--- src/rtl/dpll_sampler.sv ---
// dpll_sampler: DPLL LPF enable/latch strobes, offset-calibrated saturated sample capture with valid/ready handoff
module dpll_sampler #(
    parameter int DATA_W   = 32,
    parameter int LPF_USR  = 2,
    parameter int LTCH_DIV = 4096,
    parameter int LTCH_LAT = 1,
    parameter int CAL_SHR  = 4
) (
    input  logic              clk_i,
    input  logic              rst_i,
    output logic              lpf_en_o,
    output logic              lpf_ltch_o,
    input  logic [DATA_W-1:0] lpf_i,
    input  logic              cal_i,
    output logic              cal_busy_o,
    output logic [DATA_W-1:0] offs_o,
    output logic [DATA_W-1:0] data_o,
    output logic              valid_o,
    input  logic              ready_i,
    output logic              ovr_o,
    input  logic              ovr_clr_i
);
    localparam int EW = LPF_USR > 1 ? $clog2(LPF_USR) : 1;
    localparam int LW = $clog2(LTCH_DIV);
    localparam int AW = DATA_W + CAL_SHR;
    localparam int NW = CAL_SHR + 1;
    localparam logic [1:0] RUN  = 2'd0;
    localparam logic [1:0] ARM  = 2'd1;
    localparam logic [1:0] ACC  = 2'd2;
    localparam logic [1:0] DONE = 2'd3;

    logic [EW-1:0]     en_cnt, en_nxt;
    logic [LW-1:0]     lt_cnt, lt_nxt;
    logic              smp;
    logic [DATA_W:0]   diff;
    logic [DATA_W-1:0] sat;
    logic [1:0]        state;
    logic [AW-1:0]     acc;
    logic [NW-1:0]     n;

    assign en_nxt = en_cnt == EW'(LPF_USR - 1) ? '0 : en_cnt + 1'b1;
    assign lt_nxt = lt_cnt == LW'(LTCH_DIV - 1) ? '0 : lt_cnt + 1'b1;

    // Strobes are registered so they are high exactly while their counter sits at the terminal count
    always_ff @(posedge clk_i or posedge rst_i) begin
        if (rst_i) begin
            en_cnt     <= '0;
            lt_cnt     <= '0;
            lpf_en_o   <= 1'b0;
            lpf_ltch_o <= 1'b0;
        end else begin
            en_cnt     <= en_nxt;
            lt_cnt     <= lt_nxt;
            lpf_en_o   <= en_nxt == EW'(LPF_USR - 1);
            lpf_ltch_o <= lt_nxt == LW'(LTCH_DIV - 1);
        end
    end

    // Sample strobe: latch strobe delayed by the DPLL latch register latency
    generate
        if (LTCH_LAT == 0) begin : g_nolat
            assign smp = lpf_ltch_o;
        end else begin : g_lat
            logic [LTCH_LAT-1:0] sr;
            // Delay line for the latch strobe
            always_ff @(posedge clk_i or posedge rst_i) begin
                if (rst_i) sr <= '0;
                else       sr <= (sr << 1) | LTCH_LAT'(lpf_ltch_o);
            end
            assign smp = sr[LTCH_LAT-1];
        end
    endgenerate

    // Overflow of the widened difference shows as disagreement of its top two bits
    assign diff = {1'b0, lpf_i} - {1'b0, offs_o};
    assign sat  = diff[DATA_W] != diff[DATA_W-1] ? {diff[DATA_W], {(DATA_W-1){~diff[DATA_W]}}} : diff[DATA_W-1:0];

    // Output register with handshake; a new sample into an unaccepted slot flags overrun, set beats clear
    always_ff @(posedge clk_i or posedge rst_i) begin
        if (rst_i) begin
            data_o  <= '0;
            valid_o <= 1'b0;
            ovr_o   <= 1'b0;
        end else begin
            if (smp) data_o <= sat;
            valid_o <= smp | (valid_o & ~ready_i);
            ovr_o   <= (smp & valid_o & ~ready_i) | (ovr_o & ~ovr_clr_i);
        end
    end

    assign cal_busy_o = state != RUN;

    // Calibration: average 2**CAL_SHR consecutive samples, then publish as the new offset
    always_ff @(posedge clk_i or posedge rst_i) begin
        if (rst_i) begin
            state  <= RUN;
            acc    <= '0;
            n      <= '0;
            offs_o <= '0;
        end else begin
            case (state)
                RUN: if (cal_i) state <= ARM;
                ARM: if (smp) begin
                    acc   <= AW'(lpf_i);
                    n     <= NW'(1);
                    state <= CAL_SHR == 0 ? DONE : ACC;
                end
                ACC: if (smp) begin
                    acc <= acc + AW'(lpf_i);
                    n   <= n + 1'b1;
                    if (n == NW'(2 ** CAL_SHR - 1)) state <= DONE;
                end
                default: begin
                    offs_o <= DATA_W'(acc >> CAL_SHR);
                    state  <= RUN;
                end
            endcase
        end
    end
endmodule
--- config.mk ---
export PLATFORM = sky130hd
export DESIGN_NAME = dpll_sampler
export DESIGN_NICKNAME = d
export VERILOG_FILES = /design/src/rtl/dpll_sampler.sv
export SDC_FILE = /design/constraint.sdc
export NUM_CORES = 1
export LEC_CHECK = 0
export CAP_MARGIN = 0
export CORE_MARGIN = 5
export CORE_UTILIZATION = 50
export CTS_BUF_LIST = sky130_fd_sc_hd__clkbuf_16
export CTS_CLUSTER_SIZE = 12
export DETAILED_ROUTE_END_ITERATION = 7
export PLACE_DENSITY_LB_ADDON = 0.08
export SETUP_SLACK_MARGIN = 0.05
export SLEW_MARGIN = 20
export SYNTH_ARGS = -nofsm -noshare
export SYNTH_HDL_FRONTEND = slang
export SYNTH_SLANG_ARGS = --single-unit
--- constraint.sdc ---
create_clock -name clk_i -period 6.4 [get_ports clk_i]
set_input_delay 1.6 -clock clk_i [delete_from_list [all_inputs] [get_ports clk_i]]
set_output_delay 1.6 -clock clk_i [all_outputs]
set_load 0.01 [all_outputs]
==> results.rst, run 1 <==
.. list-table::
   :header-rows: 1

   * - Metric
     - Value
   * - Result of the run
     - finished, final reports clean
   * - Diodes inserted
     - 0
   * - Maximum fanout count along the critical path
     - 16
   * - Startpoint type of the worst setup path
     - input pin
   * - Layout fillers
     - 1630
   * - Synthesized area
     - about 9000 um2
   * - CP startpoint
     - lpf_i[0]
   * - Routed length per instance
     - between 15 and 20 um
   * - Net count after synthesis
     - about 1100
   * - Clk Latency, worst-skew pair
     - about 0.43 ns
   * - Setup violation total in the final timing report
     - 0
   * - Die Footprint
     - between 20000 and 25000 um2
   * - Cell variety after synth
     - 66
   * - Proportion of layout cells with a drive suffix above 1
     - 7.16%
   * - Wire length of the first global-routing pass
     - around 40000 um
   * - Library cell used as clock root buffer
     - sky130_fd_sc_hd__clkbuf_16
   * - Number of flip-flops and latches in the synthesized netlist
     - around 120
   * - Post-Synthesis Cells
     - between 1000 and 1500
   * - Worst setup skew after layout
     - about 0.013 ns
   * - # H-tree levels
     - 4
   * - Source of the worst hold timing path
     - lpf_ltch_o
   * - Number of slew-limit violations in the final report
     - 0
   * - Area fraction of the dominant cell type after synthesis
     - 34.3%
   * - Total congestion overflow
     - 0
   * - Total met3 wirelength after detailed routing
     - between 1500 and 2000 um
   * - Number of hold violations in the final report
     - 0
   * - Number of DRC violations after detailed routing
     - 0
   * - Cells taking the most area after synthesis
     - sky130_fd_sc_hd__dfrtp_1, sky130_fd_sc_hd__ha_1, sky130_fd_sc_hd__o21ai_0
   * - Start-to-end type of the worst setup path
     - in2reg
   * - Post-Route WL
     - ~25000 um
   * - Reg-to-reg setup timing slack
     - ~2.6 ns
   * - Vias in the first global route
     - around 7700
   * - Number of cells traversed by the worst hold path
     - 0
   * - GR Util All Layers
     - between 20% and 30%
   * - End point of the most critical hold path
     - g_lat.sr
   * - Number of cells in the finished layout apart from fillers
     - 1360
   * - Input/output buffers
     - around 110
   * - Met2 Routed Length
     - approximately 11000 um
   * - Number of post-CTS setup repair buffers
     - 0
   * - Vias per inst
     - around 6
   * - Crit share post-route
     - 79.4%
   * - Largest net degree at the start of global routing
     - 64
   * - Final TNS setup
     - 0 ns
   * - Max Freq
     - 0.197 GHz
   * - Setup repair after global routing missed its margin
     - no
   * - Synth-to-Final Area Change
     - 20.4%
   * - Minimum period implied by the final worst setup slack
     - 5.08 ns
   * - Die extent in x
     - 144 um
   * - Cells after DPL
     - approximately 1300
   * - Depth of the worst register-to-register path
     - 12
   * - Worst EP arrival
     - ~5.4 ns
   * - Largest buffer count on any clock path
     - 2
   * - Half-perimeter wire length of the detailed placement result
     - approximately 19000 um
   * - Met1 WL
     - ~12000 um
   * - Number of sinks handled by clock tree synthesis
     - 124
   * - DR vias
     - between 7000 and 8000
   * - Post-synthesis average cell area
     - about 8.7 um2
   * - Final ANT Viol Nets
     - 0
   * - Cell Pwr Density
     - ~200 nW/um2
   * - P_leak
     - slightly below 5 nW
   * - Start of the worst register-to-register path
     - offs_o[0]
   * - Predominant post-synthesis flop cell
     - sky130_fd_sc_hd__dfrtp_1
   * - CTS clk-pin slew, worst paths
     - 0.06 ns
   * - Uppermost signal routing layer after detailed routing
     - met4
   * - Core footprint
     - 17900 um2
   * - Worst hold-check path type
     - reg2reg
   * - DR pass1 iterations
     - 5
   * - Number of antenna violations at the first check in global routing
     - 0
   * - Initial core utilization
     - around half
   * - Vert. Die Dim
     - ~140 um
   * - Number of hold-repair buffers added at the cts stage
     - 0
   * - EDFF count, synth
     - 0
   * - R2R Path End
     - data_o[12]
   * - Max cap viols
     - 0
   * - Number of DRC markers in iteration 0
     - 670
   * - Max transition margin
     - between 20% and 30%
   * - Post-synthesis cell type with the largest combined area
     - sky130_fd_sc_hd__dfrtp_1
   * - Number of warnings printed during yosys synthesis
     - 0
   * - Site Rows
     - slightly below 50
   * - CTS Buf Count
     - 17
   * - Top Ports
     - ~110
   * - Kind of capture point of the worst setup path
     - flip-flop
   * - Clock tree from TritonCTS
     - built
   * - Post-CTS Resized
     - 0
   * - Number of nets at the end of the flow
     - roughly 1200
   * - Sequential cell area fraction in the yosys report
     - approximately a third
   * - Fraction of synthesis flops using an asynchronous set or reset pin
     - 100%
   * - Global placer's final weighted congestion
     - 0.939
   * - Worst slew pin tran
     - about 1.1 ns
   * - Required arrival time at the worst endpoint
     - 6.71 ns
   * - Max IR drop VDD
     - approximately 0.19 mV
[through the flow]
step                util (%)  hold WS (ns)  setup slack [ns]  instance area [um2]  power, W
CTS                     60.7         0.370              1.33                10900   0.00220
global placement        57.3         0.357              1.05                10300   0.00117
finish                  60.8         0.369              1.32                10900   0.00220
global route            60.8         0.372              1.02                10900   0.00228
floorplan                  -         0.416              1.50                 9040   0.00106
detailed placement      57.3         0.357             0.912                10300   0.00117
[cell usage after synthesis (all sizes together), types with 2 or more instances]
cell type,n
dfrtp,124
o21ai,102
nand2,97
a21oi,80
ha,72
inv,70
nor2,58
clkbuf,38
a21o,36
mux2,27
nand3,27
xnor2,27
xor2,26
mux2i,24
nor3b,17
a211oi,15
a31oi,12
maj3,12
nand2b,12
nor2b,12
o211ai,12
o21bai,12
or3,11
and3,10
nand4,10
nor3,10
buf,9
a211o,8
a31o,7
o21a,7
o2111ai,5
o22ai,5
a41oi,4
and2,3
and4,3
nor4,3
o31ai,3
fa,2
o211a,2
o311a,2
o32ai,2
or4,2
[state kept, by name, indices dropped and copies added, names as in the netlist]
name / cells
g_lat.sr: 1
acc: 36
n: 5
state: 2
en_cnt: 1
lpf_ltch_o: 1
valid_o: 1
ovr_o: 1
data_o: 32
lt_cnt: 12
offs_o: 32
[worst max-delay path by stage]
stage | end | slack, ns | depth (start not counted)
6_report | data_o[12] | 1.32 | 14
5_1_grt | data_o[12] | 1.02 | 14
4_1_cts | data_o[12] | 1.33 | 14
3_5_place_dp | data_o[12] | 0.91 | 14
3_3_place_gp | data_o[26] | 1.05 | 14
2_1_floorplan | acc[0] | 1.50 | 1
[routing by layer]
metal  vias to the layer above  global-route usage, %
met2                       268                   36.9
met4                         0                   9.28
li1                       3899                      -
met5                         -                      0
met3                        45                   4.50
met1                      3753                   37.0
[critical path, cell delays in order]
cell and delay [ns]:
sky130_fd_sc_hd__clkdlybuf4s50_1 0.45, sky130_fd_sc_hd__inv_1 0.08, sky130_fd_sc_hd__ha_1 0.15, sky130_fd_sc_hd__inv_1 0.05, sky130_fd_sc_hd__fa_1 0.43, sky130_fd_sc_hd__a211oi_1 0.30, sky130_fd_sc_hd__o211a_1 0.26, sky130_fd_sc_hd__o211ai_1 0.16
sky130_fd_sc_hd__o21ai_0 0.36, sky130_fd_sc_hd__a21oi_1 0.24, sky130_fd_sc_hd__a31o_2 0.43, sky130_fd_sc_hd__nor2_2 0.50, sky130_fd_sc_hd__a21oi_1 0.10, sky130_fd_sc_hd__mux2_2 0.29
[where the power goes]
part	total (W)	internal [W]	switching, W	leakage (nW)
sequential	0.000794	0.000789	0.00000500	1.53
clock	0.00104	0.000651	0.000385	0.301
combinational	0.000368	0.000152	0.000216	2.98
[layout by cell type (no fill, tap or decap), drive strengths merged, types with 8 or more instances in the layout]
master	count
a211o	8
a211oi	15
a21o	36
a21oi	80
a31oi	12
and3	10
clkbuf	17
clkdlybuf4s50	105
dfrtp	124
ha	72
inv	72
maj3	12
mux2	27
mux2i	24
nand2	97
nand2b	12
nand3	27
nand4	10
nor2	58
nor2b	12
nor3	10
nor3b	17
o211ai	12
o21ai	102
o21bai	12
or3	11
xnor2	27
xor2	26
[logic make-up after synthesis]
family	share of synthesized area (%)
adders and majority gates	11.7
AOI/OAI and AO/OA	22.8
xor gates and xnor gates	5.13
buffers and inverters	4.93
and+or+nand+nor	15.0
muxes	6.02
DFF	34.3
[cell type report]
type | instances | area (um2) | area share, %
Clock buffer | 17 | 425 | 3.91
Timing Repair Buffer | 110 | 1090 | 10.0
Sequential cell | 124 | 3100 | 28.5
Clock inverter | 14 | 194 | 1.78
Inverter | 70 | 265 | 2.44
Tap cell | 229 | 287 | 2.63
Multi-Input combinational cell | 796 | 5520 | 50.7
Power figures use the tool's default switching activity.
==> run 2: changes to the inputs <==
==> constraint.sdc (replaced) <==
create_clock -name clk_i -period 5.3 [get_ports clk_i]
set_input_delay 1.325 -clock clk_i [delete_from_list [all_inputs] [get_ports clk_i]]
set_output_delay 1.325 -clock clk_i [all_outputs]
set_load 0.01 [all_outputs]
==> results.rst, run 2 (same netlist as run 1, synthesis figures left out) <==
.. list-table::
   :header-rows: 1

   * - Metric
     - Value
   * - Clock tree from TritonCTS
     - built
   * - CTS Buf Count
     - 17
   * - Number of cells in the finished layout apart from fillers
     - roughly 1400
   * - Global placer's final weighted congestion
     - ~0.93
   * - Cell class contributing the biggest share of worst-path delay
     - compound AO/OA/AOI/OAI gates
   * - Number of flip-flops under the largest register name
     - 36
   * - Layout fillers
     - approximately 1600
   * - Largest net degree at the start of global routing
     - 73
   * - Max cap viols
     - 0
   * - Vert. Die Dim
     - between 100 and 150 um
   * - Result of the run
     - finished, final reports clean
   * - Total congestion overflow
     - 0
   * - Vias per inst
     - 5.84
   * - Post-CTS Resized
     - 0
   * - Max Freq
     - approximately 0.21 GHz
   * - Number of hold violations in the final report
     - 0
   * - Top Registers
     - acc x36, data_o x32, offs_o x32
   * - Worst slew pin tran
     - between 1 and 1.5 ns
   * - Routed length per instance
     - 18.4 um
   * - Synth-to-Final Area Change
     - 21.2%
   * - Max IR drop VDD
     - between 0.2 and 0.25 mV
   * - Number of antenna violations at the first check in global routing
     - 0
   * - Site Rows
     - 49
   * - Reg with most FFs
     - acc
   * - Crit share post-route
     - 88.6%
   * - Worst EP arrival
     - roughly 5 ns
   * - Diodes inserted
     - 0
   * - Most used cells in the layout excluding fill and tap cells
     - sky130_fd_sc_hd__dfrtp_1, sky130_fd_sc_hd__clkdlybuf4s50_1, sky130_fd_sc_hd__o21ai_0, sky130_fd_sc_hd__nand2_1, sky130_fd_sc_hd__a21oi_1
   * - CP max-delay cell
     - sky130_fd_sc_hd__clkdlybuf4s50_1
   * - DR pass1 iterations
     - 5
   * - # H-tree levels
     - 4
   * - Max transition margin
     - between 20% and 30%
   * - Setup repair after global routing missed its margin
     - no
   * - Start-to-end type of the worst setup path
     - in2reg
   * - Kind of capture point of the worst setup path
     - flip-flop
   * - Most prevalent standard cell on the critical path
     - sky130_fd_sc_hd__inv_1
   * - Wire length of the first global-routing pass
     - roughly 40000 um
   * - Setup violation total in the final timing report
     - 0
   * - Top Ports
     - about 110
   * - Number of nets at the end of the flow
     - approximately 1200
   * - Number of post-CTS setup repair buffers
     - 0
   * - Proportion of layout cells with a drive suffix above 1
     - roughly 7.5%
   * - Minimum period implied by the final worst setup slack
     - roughly 4.7 ns
   * - Input/output buffers
     - 105
   * - Number of sinks handled by clock tree synthesis
     - around 120
   * - Final ANT Viol Nets
     - 0
   * - Library cell used as clock root buffer
     - sky130_fd_sc_hd__clkbuf_16
   * - Final TNS setup
     - 0 ns
   * - Most common cell after layout, fill and taps aside
     - sky130_fd_sc_hd__dfrtp_1
   * - Clk Latency, worst-skew pair
     - about 0.43 ns
   * - CP Buf/Inv Count
     - 3
   * - Largest incremental delay on the critical path
     - about 0.44 ns
   * - Ordered cell list for the critical path
     - clkdlybuf4s50_1 -> inv_1 -> ha_1 -> inv_1 -> fa_1 -> a211oi_1 -> o211a_1 -> o211ai_1 -> o21ai_0 -> a21oi_1 -> a311o_1 -> xor2_1 -> maj3_1 -> mux2_2
   * - Number of hold-repair buffers added at the cts stage
     - 0
   * - GR Util All Layers
     - 24.7%
   * - Vias in the first global route
     - ~7600
   * - Initial core utilization
     - approximately half
   * - Worst setup skew after layout
     - slightly above 0.009 ns
   * - Final WS setup
     - approximately 0.60 ns
   * - Maximum fanout count along the critical path
     - 5
   * - Number of DRC violations after detailed routing
     - 0
   * - Die Footprint
     - between 20000 and 25000 um2
   * - Number of slew-limit violations in the final report
     - 0
   * - Depth of the worst register-to-register path
     - 12
   * - CTS clk-pin slew, worst paths
     - 0.06 ns
   * - DR vias
     - approximately 8000
   * - Startpoint type of the worst setup path
     - input pin
   * - Cell Pwr Density
     - between 200 and 250 nW/um2
   * - Half-perimeter wire length of the detailed placement result
     - 18800 um
   * - Stages on the worst setup path
     - 14
   * - P_leak
     - between 4 and 5 nW
   * - Required arrival time at the worst endpoint
     - around 5.6 ns
   * - Largest buffer count on any clock path
     - 2
   * - Number of DRC markers in iteration 0
     - 629
   * - Core footprint
     - 17900 um2
   * - Worst hold-check path type
     - reg2reg
   * - Number of cells traversed by the worst hold path
     - 0
   * - Cells after DPL
     - 1336
   * - Post-Route WL
     - ~25000 um
   * - Die extent in x
     - roughly 140 um
   * - Setup Slack @ Placement
     - approximately 0.22 ns
## run 2: cell count changes in the layout (fill, tap and decap cells not counted)
cell,delta
sky130_fd_sc_hd__clkinv_2,-1
sky130_fd_sc_hd__clkinv_1,+2
sky130_fd_sc_hd__inv_1,+2
sky130_fd_sc_hd__clkinvlp_4,+2
sky130_fd_sc_hd__bufinv_16,+1
sky130_fd_sc_hd__inv_6,-2
sky130_fd_sc_hd__buf_4,+6
sky130_fd_sc_hd__clkinv_4,-3
sky130_fd_sc_hd__buf_12,+1
## run 2: worst paths after layout
| check | start | slack [ns] | endpoint |
|---|---|---|---|
| min reg2reg | lpf_ltch_o | 0.38 | g_lat.sr |
| min in group asynchronous | rst_i | 1.46 | g_lat.sr |
| max in group asynchronous | rst_i | 3.03 | offs_o[4] |
| max | lpf_i[0] | 0.60 | data_o[28] |
| min | lpf_ltch_o | 0.38 | g_lat.sr |
| max reg2reg | offs_o[0] | 1.68 | data_o[28] |
## run 2: area by class of cell
type | instances | area (um2) | area share (%)
Tap cell | 229 | 287 | 2.61
Sequential cell | 124 | 3100 | 28.3
Clock buffer | 17 | 425 | 3.88
Clock inverter | 15 | 205 | 1.87
Multi-Input combinational cell | 796 | 5520 | 50.4
Inverter | 70 | 265 | 2.42
Timing Repair Buffer | 117 | 1150 | 10.5
## run 2: per-layer routing
layer  wire [um]  global-route usage (%)  share of wire (%)
met5           0                       0                  0
met4         666                    9.47                2.7
met3        1510                    4.27                6.0
met2       10600                    36.2                 42
met1       12400                    36.5                 49
## run 2: power breakdown
part	leakage [nW]	internal, W	switching (W)	total, W
Sequential	1.53	0.000953	0.00000614	0.000960
Clock	0.304	0.000824	0.000440	0.00126
Combinational	3.02	0.000187	0.000261	0.000448
Total	4.86	0.00196	0.000708	0.00267
## run 2: metrics by stage
| step | util (%) | hold slack [ns] | total power, W | cell area (um2) |
|---|---|---|---|---|
| 2_1_floorplan | - | 0.416 | 0.00128 | 9040 |
| 3_3_place_gp | 57.6 | 0.358 | 0.00142 | 10300 |
| 3_5_place_dp | 57.6 | 0.364 | 0.00142 | 10300 |
| 4_1_cts | 61.2 | 0.381 | 0.00269 | 10900 |
| 5_1_grt | 61.2 | 0.390 | 0.00278 | 11000 |
| 6_report | 61.2 | 0.378 | 0.00267 | 11000 |
## run 2: worst register-to-register path, cell delays in order, from the launching register on
cell,delay [ns]
sky130_fd_sc_hd__dfrtp_1,0.37
sky130_fd_sc_hd__ha_1,0.17
sky130_fd_sc_hd__inv_1,0.06
sky130_fd_sc_hd__fa_1,0.42
sky130_fd_sc_hd__a211oi_1,0.29
sky130_fd_sc_hd__o211a_1,0.25
sky130_fd_sc_hd__o211ai_1,0.15
sky130_fd_sc_hd__o21ai_0,0.35
sky130_fd_sc_hd__a21oi_1,0.25
sky130_fd_sc_hd__a311o_1,0.43
sky130_fd_sc_hd__xor2_1,0.16
sky130_fd_sc_hd__maj3_1,0.35
sky130_fd_sc_hd__mux2_2,0.27
==> run 3: changes to the inputs <==
--- a/config.mk
+++ b/config.mk
@@ -7,7 +7,7 @@
 export LEC_CHECK = 0
 export CAP_MARGIN = 0
 export CORE_MARGIN = 5
-export CORE_UTILIZATION = 50
+export CORE_UTILIZATION = 57
 export CTS_BUF_LIST = sky130_fd_sc_hd__clkbuf_16
 export CTS_CLUSTER_SIZE = 12
 export DETAILED_ROUTE_END_ITERATION = 7
==> results.rst, run 3 (same netlist as run 1, synthesis figures left out) <==
.. list-table::
   :header-rows: 1

   * - Metric
     - Value
   * - Number of antenna violations at the first check in global routing
     - 0
   * - Diodes inserted
     - 0
   * - Number of hold violations in the final report
     - 0
   * - Max cap viols
     - 0
   * - Number of slew-limit violations in the final report
     - 0
   * - Most common cell after layout, fill and taps aside
     - sky130_fd_sc_hd__dfrtp_1
   * - Top Registers
     - acc x36, data_o x32, offs_o x32
   * - Cell Pwr Density
     - about 240 nW/um2
   * - Worst slew pin tran
     - between 1 and 1.5 ns
   * - Worst hold-check path type
     - reg2reg
   * - Half-perimeter wire length of the detailed placement result
     - around 18000 um
   * - Most used cells in the layout excluding fill and tap cells
     - sky130_fd_sc_hd__dfrtp_1, sky130_fd_sc_hd__clkdlybuf4s50_1, sky130_fd_sc_hd__o21ai_0, sky130_fd_sc_hd__nand2_1, sky130_fd_sc_hd__a21oi_1
   * - Start-to-end type of the worst setup path
     - in2reg
   * - Setup violation total in the final timing report
     - 0
   * - Core footprint
     - roughly 16000 um2
   * - Total congestion overflow
     - 0
   * - Max transition margin
     - between 30% and 40%
   * - Required arrival time at the worst endpoint
     - around 5.6 ns
   * - # H-tree levels
     - 4
   * - Wire length of the first global-routing pass
     - 40000 um
   * - Worst EP arrival
     - around 5.1 ns
   * - DR vias
     - 8101
   * - Global placer's final weighted congestion
     - between 0.9 and 1
   * - Routed length per instance
     - roughly 18 um
   * - Vias in the first global route
     - between 7000 and 8000
   * - Input/output buffers
     - ~110
   * - P_leak
     - about 4.8 nW
   * - Number of hold-repair buffers added at the cts stage
     - 0
   * - Max IR drop VDD
     - around 0.22 mV
   * - Final ANT Viol Nets
     - 0
   * - Minimum period implied by the final worst setup slack
     - between 4 and 5 ns
   * - Die extent in x
     - between 100 and 150 um
   * - Kind of capture point of the worst setup path
     - flip-flop
   * - Number of DRC violations after detailed routing
     - 0
   * - Number of post-CTS setup repair buffers
     - 0
   * - DR pass1 iterations
     - 5
   * - Clock tree from TritonCTS
     - built
   * - Proportion of layout cells with a drive suffix above 1
     - 7.66%
   * - Reg with most FFs
     - acc
   * - Largest net degree at the start of global routing
     - 64
   * - Number of DRC markers in iteration 0
     - about 660
   * - Result of the run
     - finished, final reports clean
   * - Die Footprint
     - ~18000 um2
   * - Overall power after layout
     - 0.00260 W
   * - Initial core utilization
     - between 50% and 60%
   * - CTS Buf Count
     - 17
   * - GR Util All Layers
     - ~27%
   * - Setup repair after global routing missed its margin
     - no
   * - Site Rows
     - 46
   * - Post-CTS Resized
     - 0
   * - Number of sinks handled by clock tree synthesis
     - 124
   * - Library cell used as clock root buffer
     - sky130_fd_sc_hd__clkbuf_16
   * - Layout fillers
     - 1296
   * - Vert. Die Dim
     - 136 um
   * - Max Freq
     - between 0.2 and 0.25 GHz
   * - Largest buffer count on any clock path
     - 2
   * - Top Ports
     - between 100 and 150
   * - Vias per inst
     - about 6.0
   * - Clk Latency, worst-skew pair
     - ~0.43 ns
   * - Number of nets at the end of the flow
     - 1235
   * - Final TNS setup
     - 0 ns
   * - Worst setup skew after layout
     - around 0.0073 ns
   * - Synth-to-Final Area Change
     - 20.4%
   * - Final core utilization
     - a little under 70%
   * - Maximum fanout count along the critical path
     - 5
   * - CTS clk-pin slew, worst paths
     - roughly 0.060 ns
   * - Number of flip-flops under the largest register name
     - 36
   * - Startpoint type of the worst setup path
     - input pin
   * - Post-Route WL
     - ~25000 um
   * - Crit share post-route
     - 89.8%
[run 3: final cells by class]
cell class / instances / area [um2] / area share (%)
Multi-Input combinational cell: 796 / 5520 / 50.7
Sequential cell: 124 / 3100 / 28.5
Timing Repair Buffer: 115 / 1130 / 10.3
Clock buffer: 17 / 425 / 3.91
Tap cell: 216 / 270 / 2.48
Inverter: 70 / 265 / 2.44
Clock inverter: 14 / 171 / 1.58
[run 3: stage by stage]
step	setup slack, ns	cells	hold slack (ns)	area [um2]
floorplan	0.676	1037	0.416	9040
global placement	0.311	1321	0.354	10300
detailed placement	0.192	1321	0.379	10300
CTS	0.629	1352	0.396	10900
global route	0.395	1352	0.397	10900
finish	0.542	1352	0.386	10900
[run 3: per-layer routing]
metal	wire length [um]	track usage (%)	up-vias
met5	0	0	-
met1	11300	38.4	3850
met4	723	9.91	0
met3	1610	5.07	48
li1	-	-	3918
met2	11000	42.8	285
[run 3: final timing paths]
kind / from / to / slack, ns / cells past startpoint
max: lpf_i[0] / data_o[28] / 0.54 / 14
min: lpf_ltch_o / g_lat.sr / 0.39 / 0
max reg2reg: offs_o[0] / data_o[28] / 1.55 / 12
min reg2reg: lpf_ltch_o / g_lat.sr / 0.39 / 0
max in group asynchronous: rst_i / data_o[21] / 3.00 / 3
min in group asynchronous: rst_i / g_lat.sr / 1.35 / 2
[run 3: power by group]
part,switching (W),internal [W]
Combinational,0.000258,0.000185
Sequential,0.00000666,0.000953
Clock,0.000462,0.000737
Total,0.000726,0.00188
[run 3: critical path, cell delays in order]
cell and delay [ns]:
sky130_fd_sc_hd__clkdlybuf4s50_1 0.45, sky130_fd_sc_hd__inv_1 0.08, sky130_fd_sc_hd__ha_1 0.15, sky130_fd_sc_hd__inv_1 0.05, sky130_fd_sc_hd__fa_1 0.42, sky130_fd_sc_hd__a211oi_1 0.31, sky130_fd_sc_hd__o211a_1 0.27, sky130_fd_sc_hd__o211ai_1 0.16
sky130_fd_sc_hd__o21ai_0 0.39, sky130_fd_sc_hd__a21oi_1 0.27, sky130_fd_sc_hd__a311o_1 0.42, sky130_fd_sc_hd__xor2_1 0.16, sky130_fd_sc_hd__maj3_1 0.35, sky130_fd_sc_hd__mux2_2 0.26
